$ cat config.mk
export PLATFORM = sky130hd
export DESIGN_NAME = wb_burst_master
export DESIGN_NICKNAME = d
export VERILOG_FILES = /design/src/rtl/wb_burst_master.sv
export SDC_FILE = /design/constraint.sdc
export NUM_CORES = 1
export LEC_CHECK = 0
export CAP_MARGIN = 5
export CELL_PAD_IN_SITES_DETAIL_PLACEMENT = 0
export CELL_PAD_IN_SITES_GLOBAL_PLACEMENT = 1
export CORE_MARGIN = 5
export CORE_UTILIZATION = 35
export CTS_CLUSTER_DIAMETER = 30
export DETAILED_ROUTE_END_ITERATION = 6
export PLACE_DENSITY = 0.89
export SLEW_MARGIN = 20
export SYNTH_ARGS = -nofsm -noshare
export SYNTH_HDL_FRONTEND = slang
export SYNTH_SLANG_ARGS = --single-unit
$ cat constraint.sdc
create_clock -name wb_clk_i -period 8.3 [get_ports wb_clk_i]
set_clock_uncertainty 0.2 [all_clocks]
set_input_delay 0.83 -clock wb_clk_i [delete_from_list [all_inputs] [get_ports wb_clk_i]]
set_output_delay 0.83 -clock wb_clk_i [all_outputs]
set_load 0.03 [all_outputs]
$ cat src/rtl/wb_burst_master.sv
// wb_burst_master: Wishbone classic-cycle burst initiator. Takes burst commands
// from a valid/ready port, fetches write words from a stream, and issues one
// strobed beat per word at incrementing addresses. A beat that waits too long
// for its ack aborts the rest of the burst and flags an error.
module wb_burst_master #(
   parameter int AW      = 32,
   parameter int TIMEOUT = 1024
) (
   input  logic          wb_clk_i,
   input  logic          wb_rst_i,
   input  logic          cmd_valid,
   output logic          cmd_ready,
   input  logic          cmd_we,
   input  logic [AW-1:0] cmd_addr,
   input  logic [7:0]    cmd_len,
   input  logic [3:0]    cmd_sel,
   input  logic          wdat_valid,
   output logic          wdat_ready,
   input  logic [31:0]   wdat,
   output logic          rdat_valid,
   output logic [31:0]   rdat,
   output logic          done,
   output logic          err,
   output logic          busy,
   output logic          wb_cyc_o,
   output logic          wb_stb_o,
   output logic          wb_we_o,
   output logic [3:0]    wb_sel_o,
   output logic [AW-1:0] wb_adr_o,
   output logic [31:0]   wb_dat_o,
   input  logic          wb_ack_i,
   input  logic [31:0]   wb_dat_i
);

   typedef enum logic [2:0] {S_IDLE, S_WDAT, S_STB, S_GAP, S_DONE} state_t;

   // The wait counter leaves STB as soon as it reaches TIMEOUT-1, so it
   // never needs to hold TIMEOUT itself.
   localparam int            TW      = $clog2(TIMEOUT);
   localparam logic [TW-1:0] TO_LAST = TW'(TIMEOUT - 1);

   state_t        state;
   state_t        state_nxt;
   logic          we_q;
   logic [3:0]    sel_q;
   logic [AW-1:0] adr_q;
   logic [31:0]   dat_q;
   logic [7:0]    beat_cnt;
   logic [TW-1:0] to_cnt;
   logic          err_q;
   logic          cmd_acc;
   logic          ack_stb;
   logic          to_hit;

   assign cmd_acc = (state == S_IDLE) && cmd_valid;
   assign ack_stb = (state == S_STB) && wb_ack_i;
   // An ack in the last allowed cycle still wins over the timeout.
   assign to_hit  = (state == S_STB) && !wb_ack_i && (to_cnt == TO_LAST);

   assign wb_we_o  = we_q;
   assign wb_sel_o = sel_q;
   assign wb_adr_o = adr_q;
   assign wb_dat_o = dat_q;

   // State register.
   always_ff @(posedge wb_clk_i or posedge wb_rst_i) begin
      if (wb_rst_i) state <= S_IDLE;
      else          state <= state_nxt;
   end

   // Next-state decode.
   always_comb begin
      state_nxt = state;
      case (state)
         S_IDLE: if (cmd_valid) state_nxt = cmd_we ? S_WDAT : S_STB;
         S_WDAT: if (wdat_valid) state_nxt = S_STB;
         S_STB: begin
            if (wb_ack_i)    state_nxt = (beat_cnt == 8'd0) ? S_DONE : S_GAP;
            else if (to_hit) state_nxt = S_DONE;
         end
         S_GAP:   state_nxt = we_q ? S_WDAT : S_STB;
         S_DONE:  state_nxt = S_IDLE;
         default: state_nxt = S_IDLE;
      endcase
   end

   // Control outputs decoded from the current state.
   always_comb begin
      cmd_ready  = (state == S_IDLE);
      busy       = (state != S_IDLE);
      wdat_ready = (state == S_WDAT);
      wb_stb_o   = (state == S_STB);
      wb_cyc_o   = (state == S_WDAT) || (state == S_STB) || (state == S_GAP);
      done       = (state == S_DONE);
      err        = (state == S_DONE) && err_q;
   end

   // Burst context: direction, lanes, beat address/count, write word, error.
   always_ff @(posedge wb_clk_i or posedge wb_rst_i) begin
      if (wb_rst_i) begin
         we_q     <= 1'b0;
         sel_q    <= 4'd0;
         adr_q    <= '0;
         dat_q    <= 32'd0;
         beat_cnt <= 8'd0;
         err_q    <= 1'b0;
      end else begin
         if (cmd_acc) begin
            we_q     <= cmd_we;
            sel_q    <= cmd_sel;
            adr_q    <= cmd_addr & ~AW'(3);
            beat_cnt <= cmd_len;
            err_q    <= 1'b0;
         end
         if ((state == S_WDAT) && wdat_valid) dat_q <= wdat;
         if (ack_stb && (beat_cnt != 8'd0)) begin
            beat_cnt <= beat_cnt - 8'd1;
            adr_q    <= adr_q + AW'(4);
         end
         if (to_hit) err_q <= 1'b1;
      end
   end

   // Ack wait counter: restarts whenever the strobe is not up.
   always_ff @(posedge wb_clk_i or posedge wb_rst_i) begin
      if (wb_rst_i)            to_cnt <= '0;
      else if (state != S_STB) to_cnt <= '0;
      else                     to_cnt <= to_cnt + TW'(1);
   end

   // Read return: capture the slave word on ack and pulse valid next cycle.
   always_ff @(posedge wb_clk_i or posedge wb_rst_i) begin
      if (wb_rst_i) begin
         rdat_valid <= 1'b0;
         rdat       <= 32'd0;
      end else begin
         rdat_valid <= ack_stb && !we_q;
         if (ack_stb && !we_q) rdat <= wb_dat_i;
      end
   end

endmodule

Word-level counts from Yosys, hierarchy flattened:

Cells that the tools add are included.

* add/sub/neg operators: 3
* equal/unequal tests: 9
* muxes and demuxes: 15
* reductions and logical operators: 19

Operators with widths (count)
* $mux 32: 2
* $add 32x3->32 const B: 1
* $mux 8: 2
* $mux 3: 5
* $pmux 3 s4: 1
* $add 10x1->10 const B: 1
* $eq 10x10->1 const B: 1
* $mux 10: 1
* $logic_and 1x1->1: 8
* $logic_not 8->1: 1
* $reduce_bool 8->1: 1
* $sub 8x1->8 const B: 1
* $eq 3x2->1 const B: 2
* $mux 2: 2
* $ne 2x2->1 const B: 2
* $reduce_bool 2->1: 2
* $eq 3x1->1 const B: 1
* $eq 3x3->1 const B: 1
* $logic_not 3->1: 1
* $ne 3x1->1 const B: 1
* $ne 3x2->1 const B: 1
* $reduce_and 3->1: 1
* $reduce_bool 3->1: 1
* $logic_not 1->1: 2
* other kinds (2): 4

* register bits: 124
* input port bits: 114
* logic and storage cells: 56

Depth between registers and ports, before layout:

* depth in word-level cells: 6
* mapped depth: 9

Least setup slack after synthesis:

No wires, ideal clock.

* path kind: reg-to-output
* from: register state[0]
* to: output port busy
* arrival: 1719 ps
* required time: 7270 ps
* slack: 5551 ps
* stages on the path, launching flop included: 4
* buffers on the path: 1
* cell sequence: dfrtp_1 clkbuf_1 nor3_1 inv_1

* longest elaborated chain between the ends: 1

RTL lines
* start: declaration: RTL line 42 `state_t state;`
* start signal: assignment: RTL line 68 `else state <= state_nxt;`
* $reduce_bool 3->1: RTL line 90 `busy = (state != S_IDLE);`
* end: declaration: RTL line 24 `output logic busy,`

No other way between the ends.

Worst setup path in the final report:

* from: register state[0]
* to: output port wb_stb_o

* longest elaborated chain between the ends: 1

RTL lines
* $eq 3x2->1: RTL line 92 `wb_stb_o = (state == S_STB);`
* end: declaration: RTL line 26 `output logic wb_stb_o,`

No other way between the ends.

==> impl_metrics.env <==
export IMPL_ioPinCount=223
export IMPL_hold_violations=0
export IMPL_grt_pass1_vias=4992
export IMPL_nets=858
export IMPL_num_vias=4978
export IMPL_cts_resized=0
export IMPL_io_buffers=218
export IMPL_grt_overflow_total=0
export IMPL_via_per_inst=5.14
export IMPL_crit_path_start="state[0]$_DFFE_PP0P_"
export IMPL_rsz0062_at_grt="false"
export IMPL_async_reset_ff_share_pct=100
export IMPL_rows=46
export IMPL_reg2reg_from="state[0]$_DFFE_PP0P_"
export IMPL_cts_tree="built"
export IMPL_gp_congestion=0.800
export IMPL_cts_clk_slew_worst_paths_ns=0.06
export IMPL_min_to="wb_sel_o[3]$_DFFE_PP0P_"
export IMPL_ys_flop_type="dfrtp_1"
export IMPL_dr_pass1_iters=4
export IMPL_wl_per_cell_um=18.2
export IMPL_cp_max_fo=13
export IMPL_grt_use_total_pct=18.4
export IMPL_ys_seq_area_share_pct=53.9
export IMPL_synth_edf_count=0
export IMPL_outcome="finished clean"
export IMPL_clk_insertion_delay_late_ns=0.41
export IMPL_syn2layout_area_growth_pct=52.9
export IMPL_setup_viol=0
export IMPL_p_leak_nw=3.50
export IMPL_dp_hpwl_um=13100
export IMPL_vdd_drop_max_uv=169
export IMPL_relSlewSlack_pct=29.5
export IMPL_routed_wl_um=17600
export IMPL_setup_tns_ns=0
export IMPL_grt_max_degree=67
export IMPL_drtIter0Drc=182
export IMPL_drcViolationCount=0
export IMPL_multi_input_area_um2=2450
export IMPL_min_path_type="reg2reg"
export IMPL_cts_buffers=17
export IMPL_die_x_um=137
export IMPL_n_antenna_cell=0
export IMPL_start_util_pct=35.7
export IMPL_post_cts_buffers=0
export IMPL_tightest_slew_ns=1.05
export IMPL_total_power_w=0.00359
export IMPL_clock_sink_count=122
export IMPL_fillers=1377
export IMPL_syn_area_per_cell_um2=10.7
export IMPL_end_kind="output pin"
export IMPL_drv_cap=0
export IMPL_drive_gt1_share_pct=13.9
export IMPL_worstPathArrival_ns=2.34
export IMPL_cp_start_kind="flip-flop"
export IMPL_root_buffer="clkbuf_16"
export IMPL_syn_area_um2=5660
export IMPL_grt_pass1_wl_um=26900
export IMPL_cts_hold_buf=0
export IMPL_hold_start="wb_sel_o[3]$_DFFE_PP0P_"
export IMPL_syn_inst=527
export IMPL_regArea_um2=3050
export IMPL_maxSlewViolCount=0
export IMPL_core_um2=15900
export IMPL_r2r_cells=5
export IMPL_die_y_um=137
export IMPL_h_tree_depth=4
export IMPL_r2r_end="wb_adr_o[10]$_DFFE_PP0P_"
export IMPL_ant_nets=0
export IMPL_crit_type="reg2out"
export IMPL_die_area_um2=18800
export IMPL_ys_ff_latch=122
export IMPL_antenna_found_initial=0
export IMPL_yosysWarnings=0
export IMPL_synth_cell_types=61
export IMPL_r2r_slack_ns=5.25
export IMPL_finalCriticalPeriod_ns=3.37
export IMPL_crit_required_ns=7.27
export IMPL_clock_fmax_mhz=297
export IMPL_powerDensity_nw_per_um2=415
export IMPL_clk_path_buf_depth=2
export IMPL_min_delay_path_depth=2
export IMPL_fin_crit_sh_pct=40.5
==> per-layer routing <==
layer	vias up	share of wire, %	wire [um]	GRT usage, %
li1	2342	-	-	-
met1	2397	40	7060	22.5
met2	223	50	8740	30.4
met3	16	9.1	1600	6.21
met4	0	1.3	233	6.71
met5	-	0	0	0
==> how the worst max path moves through the flow <==
stage,to,slack [ns]
after detailed placement,wb_adr_o[25]$_DFFE_PP0P_,4.69
final,wb_stb_o,4.93
after global routing,wb_stb_o,4.81
after floorplan,beat_cnt[0]$_DFFE_PP0P_,4.03
after CTS,wb_stb_o,4.91
after global placement,wb_adr_o[25]$_DFFE_PP0P_,4.73
==> cells in the mapped netlist, types with 3 or more instances <==
library cell,instances,area (um2)
o311ai_0,5,43.8
o22ai_1,6,37.5
o211ai_1,9,67.6
nand2_1,69,259
nor3_1,9,45.0
buf_2,8,40.0
nand4_1,9,56.3
a21o_1,3,22.5
and3_1,8,50.1
inv_1,10,37.5
nor2_1,38,143
buf_1,5,18.8
mux2_1,11,124
a31oi_1,5,31.3
ha_1,4,50.1
nand3_1,25,125
a21oi_1,22,110
or3_1,5,31.3
o31ai_1,5,37.5
xor2_1,5,43.8
mux2_2,53,597
and4_1,4,35.0
nor4_1,9,56.3
clkbuf_1,16,60.1
dfrtp_1,122,3050
o21ai_0,18,90.1
buf_4,3,22.5
==> state kept, by name, indices dropped and copies added, names as in the netlist <==
signal,cells
rdat,32
wb_dat_o,32
wb_adr_o,30
to_cnt,10
beat_cnt,8
wb_sel_o,4
state,3
err_q,1
rdat_valid,1
wb_we_o,1
==> report_power, final <==
part / total [W] / switching [W] / internal (W) / leakage (nW)
logic: 0.00174 / 0.000989 / 0.000750 / 1.73
registers: 0.00109 / 0.000227 / 0.000861 / 1.48
clock network: 0.000764 / 0.000284 / 0.000480 / 0.297
total: 0.00359 / 0.00150 / 0.00209 / 3.50
==> area by class of cell <==
class                           count  share of cell area (%)
Multi-Input combinational cell    364                    28.3
Clock buffer                       18                    4.96
Clock inverter                     14                    2.14
Inverter                           10                   0.462
Timing Repair Buffer              225                    25.8
Tap cell                          216                    3.12
Sequential cell                   122                    35.2
==> through the flow <==
| stage | hold WS, ns | setup WS, ns | cells | area (um2) | util, % |
|---|---|---|---|---|---|
| finish | 0.283 | 4.93 | 969 | 8660 | 54.5 |
| global route | 0.301 | 4.81 | 969 | 8660 | 54.5 |
| CTS | 0.288 | 4.91 | 969 | 8660 | 54.5 |
| detailed placement | 0.274 | 4.69 | 937 | 8050 | 50.7 |
| global placement | 0.260 | 4.73 | 937 | 8050 | 50.7 |
| floorplan | 0.241 | 4.03 | 528 | 5670 | - |
==> cell families after synthesis <==
| logic type | synth area share, % |
|---|---|
| and+or+nand+nor | 16.6 |
| DFF | 53.9 |
| buffers and inverters | 3.16 |
| xor gates and xnor gates | 0.928 |
| adders and majority gates | 0.884 |
| other | 0.0662 |
| AOI/OAI and AO/OA | 11.4 |
| muxes | 13.1 |
==> worst max-delay path: stages, from the launching register on <==
cell             delay (ns)
dfrtp_1                0.49
or3b_2                 0.65
inv_1                  0.11
clkdlybuf4s50_1        0.68
==> cells in the final DEF (no fill, tap or decap), types with 2 or more instances in the layout <==
cell type          n
a21o_1             3
mux2_1            11
o22ai_1            6
xor2_1             5
nand2_1           69
nand4_1            9
and4_1             4
bufinv_16          3
clkbuf_16         17
dfrtp_1          122
a221o_1            2
a31oi_1            5
a21oi_1           21
clkdlybuf4s50_1  218
nor2_1            37
or4_1              2
o211ai_1           9
o311ai_0           5
inv_6              6
mux2i_1            2
a22o_1             2
buf_4              7
conb_1             2
nor4_1             9
and2_1             2
o41ai_1            2
and3_1             8
nand3_1           25
inv_1              9
nor3_1             9
ha_1               4
clkinv_4           4
mux2_2            53
or3_1              5
a211oi_2           2
o31ai_1            5
o21ai_0           18
Note: power is estimated with default switching activity, not from simulation.
